===== src/rtl/regfile_alu_datapath.sv =====
`default_nettype none
// ============================================================================
// Module   : regfile_alu_datapath
// Purpose  : Sixteen 16-bit general registers, an ALU and a 5-bit flag
//            register. Each cycle it executes one control word
//            (opcode, register selects, immediate, write mask) and returns
//            condition flags to the controlling FSM.
// Ports    : clk, reset       - clock, synchronous active-high reset
//            wEnable[15:0]    - destination mask, bit i writes r[i]
//            Imm_in[15:0]     - immediate operand
//            opcode[7:0]      - operation code
//            Rdest_sel[3:0]   - operand A = r[Rdest_sel]
//            Rsrc_sel[3:0]    - register operand B = r[Rsrc_sel]
//            Imm_sel          - 0: B = Imm_in, 1: B = r[Rsrc_sel]
//            dbg_sel[3:0]     - debug read select
//            Flags_out[4:0]   - {L, C, F, Z, N}
//            alu_result[15:0] - combinational ALU result
//            dbg_data[15:0]   - combinational r[dbg_sel]
// Revision : 1.0 - initial release
// ============================================================================
module regfile_alu_datapath (
    input  logic        clk,
    input  logic        reset,
    input  logic [15:0] wEnable,
    input  logic [15:0] Imm_in,
    input  logic [7:0]  opcode,
    input  logic [3:0]  Rdest_sel,
    input  logic [3:0]  Rsrc_sel,
    input  logic        Imm_sel,
    input  logic [3:0]  dbg_sel,
    output logic [4:0]  Flags_out,
    output logic [15:0] alu_result,
    output logic [15:0] dbg_data
);

    localparam int unsigned C_NUM_REGS = 16;

    logic [15:0] r_regs [C_NUM_REGS];
    logic [4:0]  r_flags;

    logic [15:0] w_a;
    logic [15:0] w_b;
    logic [16:0] w_sum;
    logic [16:0] w_diff;
    logic [15:0] w_result;
    logic [4:0]  w_flags;
    logic        w_writes;
    logic        w_sets_flags;
    logic        w_lt_u;
    logic        w_lt_s;

    always_comb begin
        w_a    = r_regs[Rdest_sel];
        w_b    = Imm_sel ? r_regs[Rsrc_sel] : Imm_in;
        w_sum  = {1'b0, w_a} + {1'b0, w_b};
        // Borrow out of the 17-bit subtraction is exactly the unsigned A < B.
        w_diff = {1'b0, w_a} - {1'b0, w_b};
        w_lt_u = w_diff[16];
        w_lt_s = $signed(w_a) < $signed(w_b);

        w_result     = 16'h0000;
        w_flags      = 5'b00000;
        w_writes     = 1'b0;
        w_sets_flags = 1'b0;

        case (opcode)
            8'h06, 8'h60, 8'h05, 8'h50: begin
                w_result     = w_sum[15:0];
                w_flags      = {1'b0, w_sum[16],
                                (w_a[15] == w_b[15]) && (w_sum[15] != w_a[15]),
                                (w_sum[15:0] == 16'h0000), w_sum[15]};
                w_writes     = 1'b1;
                w_sets_flags = 1'b1;
            end
            8'h09, 8'h90, 8'h0B, 8'hB0: begin
                w_result     = w_diff[15:0];
                w_flags      = {w_lt_u, w_lt_u,
                                (w_a[15] != w_b[15]) && (w_diff[15] != w_a[15]),
                                (w_a == w_b), w_lt_s};
                // CMP shares the subtractor but never writes back.
                w_writes     = (opcode == 8'h09) || (opcode == 8'h90);
                w_sets_flags = 1'b1;
            end
            8'h01, 8'h10: begin
                w_result = w_a & w_b;
                w_writes = 1'b1;
            end
            8'h02, 8'h20: begin
                w_result = w_a | w_b;
                w_writes = 1'b1;
            end
            8'h03, 8'h30: begin
                w_result = w_a ^ w_b;
                w_writes = 1'b1;
            end
            8'h0D, 8'hD0: begin
                w_result = w_b;
                w_writes = 1'b1;
            end
            default: begin
                // NOP and unknown opcodes: result 0, no write, flags held.
            end
        endcase
    end

    always_ff @(posedge clk) begin
        if (reset) begin
            for (int i = 0; i < C_NUM_REGS; i++) begin
                r_regs[i] <= 16'h0000;
            end
            r_flags <= 5'b00000;
        end else begin
            for (int i = 0; i < C_NUM_REGS; i++) begin
                if (w_writes && wEnable[i]) begin
                    r_regs[i] <= w_result;
                end
            end
            if (w_sets_flags) begin
                r_flags <= w_flags;
            end
        end
    end

    // Bypass lets a controller branch on CMP flags in the same cycle.
    assign Flags_out  = w_sets_flags ? w_flags : r_flags;
    assign alu_result = w_result;
    assign dbg_data   = r_regs[dbg_sel];

endmodule
`default_nettype wire

===== config.mk =====
export PLATFORM = sky130hd
export DESIGN_NAME = regfile_alu_datapath
export DESIGN_NICKNAME = d
export VERILOG_FILES = /design/src/rtl/regfile_alu_datapath.sv
export SDC_FILE = /design/constraint.sdc
export NUM_CORES = 1
export LEC_CHECK = 0
export ABC_CLOCK_PERIOD_IN_PS = 7200
export BUFFER_PORTS_ARGS = -buffer_cell sky130_fd_sc_hd__clkbuf_2
export CAP_MARGIN = 30
export CELL_PAD_IN_SITES_DETAIL_PLACEMENT = 0
export CELL_PAD_IN_SITES_GLOBAL_PLACEMENT = 2
export CORE_ASPECT_RATIO = 1.2
export CORE_MARGIN = 5
export CORE_UTILIZATION = 37
export CTS_CLUSTER_SIZE = 40
export DETAILED_ROUTE_END_ITERATION = 7
export MAX_ROUTING_LAYER = met4
export PLACE_DENSITY = 0.7
export SLEW_MARGIN = 20
export SYNTH_ARGS = -nofsm -noshare
export SYNTH_HDL_FRONTEND = slang
export SYNTH_SLANG_ARGS = --single-unit

===== constraint.sdc =====
create_clock -name clk -period 7.2 [get_ports clk]
set_clock_uncertainty 0.1 [all_clocks]
set_input_delay 0.72 -clock clk [delete_from_list [all_inputs] [get_ports clk]]
set_output_delay 0.72 -clock clk [all_outputs]
set_load 0.01 [all_outputs]

## Word-level counts from Yosys, hierarchy flattened

Memories as Yosys holds them, arrays and structs flattened.
Cells that the tools add are included.

| word-level totals | value |
|---|---|
| flip-flop bits (word level) | 5 |
| bits in writable memories | 256 |
| bits of input ports | 55 |
| memories kept | 1 |

| cells by class | value |
|---|---|
| add/subtract/negate cells | 2 |
| magnitude comparators | 1 |
| equal/unequal tests | 21 |
| multiplexer cells | 72 |
| bitwise operators | 19 |
| reductions and logical operators | 28 |

Memories:

| name | depth | bits a word | read ports | clocked after memory_dff | write ports | line | text |
|---|---|---|---|---|---|---|---|
| r_regs | 16 | 16 | 3 | 0 | 16 | 38 | `logic [15:0] r_regs [C_NUM_REGS];` |

Operators by type and width:

| operator | count |
|---|---|
| $mux W16 | 17 |
| $pmux W16 S6 | 1 |
| $mux W1 | 51 |
| $eq A8 B4 Y1 const B | 3 |
| $eq A8 B8 Y1 const B | 3 |
| $logic_and A1 B1 Y1 | 18 |
| $add A16 B16 Y17 | 1 |
| $sub A16 B16 Y17 | 1 |
| $and A16 B16 Y16 | 1 |
| $eq A16 B16 Y1 | 1 |
| $eq A8 B2 Y1 const B | 2 |
| $eq A8 B3 Y1 const B | 2 |
| $eq A8 B6 Y1 const B | 2 |
| $eq A8 B7 Y1 const B | 2 |
| $logic_not A16 Y1 | 1 |
| $lt A16 B16 Y1 | 1 |
| $or A1 B1 Y1 | 16 |
| $or A16 B16 Y16 | 1 |
| $xor A16 B16 Y16 | 1 |
| $reduce_or A12 Y1 | 1 |
| $pmux W5 S2 | 1 |
| $eq A8 B1 Y1 const B | 1 |
| $eq A8 B5 Y1 const B | 1 |
| $reduce_or A2 Y1 | 4 |
| other kinds (7) | 10 |

## Depth between registers and ports, before layout

| depth | value |
|---|---|
| depth after elaboration | 8 |
| depth in mapped cells | 19 |
| gate-level depth less buffers | 15 |

## Worst setup path before layout

Ideal clock, no wire load.

| timing path | value |
|---|---|
| path kind | input to output |
| start | in Rdest_sel[0] |
| end | out alu_result[14] |
| arrival time | 5.087 ns |
| required time | 6.380 ns |
| setup slack | 1.293 ns |
| cell stages on the path | 14 |
| cell sequence | clkbuf_1 > buf_1 > mux4_2 > mux4_2 > ha_1 > clkbuf_1 > inv_1 > a211oi_1 > a21oi_1 > o32a_1 > and3_1 > a211oi_1 > buf_2 > inv_1 |

| on the way | value |
|---|---|
| word-level cells in the longest chain between the ends | 3 |
| elaborated cells on any way between the ends | 7 |

RTL lines:

| item | line | text |
|---|---|---|
| start: declaration | 27 | `input logic [3:0] Rdest_sel,` |
| $mem_v2 Z16 W16 (*) | -- |  |
| $sub A16 B16 Y17 (tied with other cells) | 57 | `w_diff = {1'b0, w_a} - {1'b0, w_b};` |
| $pmux W16 S6 (*) | 66 | `case (opcode)` |
| end: declaration | 32 | `output logic [15:0] alu_result,` |

Mark *: on every way between the ends. The rest lies on a longest branch, timed or not.

## Worst setup path in the final report

| timing path | value |
|---|---|
| start | in Rsrc_sel[1] |
| end | out alu_result[13] |

| on the way | value |
|---|---|
| word-level cells in the longest chain between the ends | 4 |
| elaborated cells on any way between the ends | 8 |

RTL lines:

| item | line | text |
|---|---|---|
| start: declaration | 28 | `input logic [3:0] Rsrc_sel,` |
| $mem_v2 Z16 W16 (*) | -- |  |
| $mux W16 (*) | 54 | `w_b = Imm_sel ? r_regs[Rsrc_sel] : Imm_in;` |
| $sub A16 B16 Y17 (tied with other cells) | 57 |  |
| $pmux W16 S6 (*) | 66 |  |

Marks and branches as above.

==> flow_summary.ini <==
[run_status]
status = complete, no violations

[cts]
post_cts_buffers = 0
cts_root_buf = clkbuf_16
cts_num_sinks = 261
cts_tree = done
cts_hold_buf = 0
post_cts_resized = 0
clk_pin_slew_ns = 0.07
cts_buffers = 28
htree_levels = 1
clockBufferDepth = 3
clkLatencyLatePin_ns = 0.57

[sta]
finalWorstSetupSlack_ns = 0.593
rsz0062_at_grt = false
drv_slew = 0
period_share = 0.918
tightest_slew_ns = 1.01
setup_violations = 0
period_needed_ns = 6.61
max_slew_margin = 0.330
tns_ns = 0
hold_violations = 0
timing.fmax_mhz = 151

[synthesis]
async_flop_share = 0
synth.net_count = 1390
synth-seq-cells = 261
synthTopCellsByArea = edfxtp_1 (43%), mux4_2 (30%), nor2_1 (4.6%)
post_synth.cell_area_avg_um2 = 13.8
synth_most_common_cell = edfxtp_1
synth_top_cell_area_share = 0.433
synth_edf_count = 256
synthesis.instances = 1284
yosysTopAreaCell = edfxtp_1
ys_seq_area_frac = 0.438
synthTopCellsByCount = edfxtp_1 (256), mux4_2 (236), nor2_1 (218), clkbuf_1 (66), inv_1 (62)
synthFlopType = edfxtp_1
syn_area_um2 = 17800
yosysUniqueCellTypes = 76
yosys_warnings = 0

[critical_path]
cp.depth = 15
path_cells = buf_2 -> buf_4 -> mux4_2 -> mux4_2 -> mux2i_1 -> ha_1 -> nand2b_1 -> a221oi_1 -> or3_1 -> nand4_1 -> nor3_1 -> o21ai_0 -> nor3b_2 -> inv_1 -> clkbuf_2
crit_end = alu_result[13]
crit_fanout = 20
reg2regPathDepth = 14
crit_arrival_ns = 5.79
crit_type = in2out
cp_top_family = simple AND/OR/NAND/NOR gates
worstReg2RegStart = r_regs[12][1]
startpoint = Rsrc_sel[1]
slowest_stage = a221oi_1
r2r_setup_slack_ns = 1.72
max_stage_delay_ns = 0.62
worstPathRequired_ns = 6.38
crit_top_cell = mux4_2
startpoint_type = primary input
end_kind = output pin
r2r_end = r_regs[15][14]
path_buf_inv = 4

[routing]
routed_wl_um = 61600
firstDrtPassIters = 5
top_layer = met4
ant_nets = 0
wl_met1_um = 23000
drt_iter0_drc = 1029
wl_met2_um = 31800
wl_met3_um = 4500
viasPerCell = 6.24
wl_per_cell_um = 30.6
num_vias = 12547
route.detailed.drc = 0

[placed_design]
numPortBuffers = 91
dp_hpwl_um = 42600
place_area_um2 = 19200
globalplace.congestion = 0.862
dp_cells = 1959
pre_cts_ws_ns = 0.578

[cells_and_area]
layout-drive-gt1-share = 0.337
ff_latch_area_um2 = 7790
final_cell_area_um2 = 20300
multi_input_area_um2 = 9240
n_fill_cell = 4461
fin_cells = 2011
area_growth_pct = 14.2
final_util = 0.425
antennaDiodeCount = 0
nNetsFinal = 1468

[power]
max-vdd-ir-drop_mv = 0.142
powerDensity_nw_per_um2 = 221
leakage_nw = 7.40

[global_route]
grt_pass1_wl_um = 88800
grt_start_max_net_pins = 39
gr-total-overflow = 0
track_usage = 0.239
grt_pass1_vias = 12929
antenna_found_initial = 0

[floorplan]
ioPinCount = 92
start_util = 0.372
core_area_um2 = 47800
die_h_um = 250
rows = 88
die-area_um2 = 52500
die-width_um = 210

[min_path]
worstHoldPathCells = 2
hold_class = reg2reg

[flow_run]
max_cap_violations = 0
through the flow:
stage | hold slack [ns] | total power, W
floorplan | 0.344 | 0.00256
global placement | 0.357 | 0.00293
detailed placement | 0.358 | 0.00294
CTS | 0.368 | 0.00449
global route | 0.406 | 0.00465
finish | 0.366 | 0.00447
report_power, final:
part	internal [W]	leakage (nW)	switching (W)
sequential	0.00176	2.69	0.0000534
clock	0.000945	0.477	0.000614
combinational	0.000460	4.23	0.000646
area by class of cell:
| cell class | count | share of cell area |
|---|---|---|
| flip-flops and latches | 261 | 0.384 |
| clock buffers | 32 | 0.0363 |
| clock inverters | 17 | 0.0117 |
| multi-input cells | 848 | 0.456 |
| inverters | 63 | 0.0117 |
| repair buffers | 160 | 0.0620 |
| well taps | 630 | 0.0389 |
worst register-to-register path: stages (launching register included):
cell and delay, ns:
edfxtp_1 0.42, mux4_1 0.50, mux4_2 0.53, mux2i_1 0.39, inv_1 0.22, fa_1 0.48
nand2b_1 0.21, a21oi_1 0.30, o21ai_0 0.17, a31oi_1 0.34, a2111oi_0 0.17, a41o_1 0.24
a211oi_2 0.65, buf_4 0.32, nor2_1 0.11
sequential cells by signal, indices dropped and copies added (netlist names):
| signal | cells |
|---|---|
| r_regs | 256 |
| r_flags | 5 |
kinds of logic after synthesis:
logic type / share of synthesized area
and+or+nand+nor: 0.0913
adders and majority gates: 0.0368
AOI/OAI and AO/OA: 0.0709
muxes: 0.314
xor gates and xnor gates: 0.00690
buffers and inverters: 0.0421
DFF: 0.438
per-layer routing:
| layer | vias to the layer above | track usage |
|---|---|---|
| met5 | - | - |
| met1 | 6573 | 0.289 |
| met3 | 119 | 0.0422 |
| met2 | 570 | 0.407 |
| met4 | 0 | 0.0802 |
| li1 | 5285 | - |
layout by cell type, fill, tap and decap left out, types with 11 or more instances in the layout:
| cell type | count |
|---|---|
| clkbuf_2 | 85 |
| nand2_1 | 41 |
| ha_1 | 49 |
| a21o_1 | 22 |
| edfxtp_1 | 256 |
| a21oi_1 | 38 |
| mux2i_1 | 12 |
| nor2_1 | 218 |
| nor3_1 | 11 |
| o21ai_0 | 25 |
| buf_4 | 48 |
| mux4_2 | 236 |
| nand3_1 | 11 |
| clkbuf_16 | 29 |
| inv_1 | 62 |
| nor2b_1 | 11 |
worst min-delay path by stage:
stage	startpoint	slack [ns]	to
3_5_place_dp	r_flags[4]	0.36	r_flags[4]
3_3_place_gp	r_flags[4]	0.36	r_flags[4]
5_1_grt	r_flags[4]	0.41	r_flags[4]
2_1_floorplan	r_flags[4]	0.34	r_flags[4]
4_1_cts	r_flags[4]	0.37	r_flags[4]
6_report	r_flags[4]	0.37	r_flags[4]
Note: power is estimated with default switching activity, not from simulation.
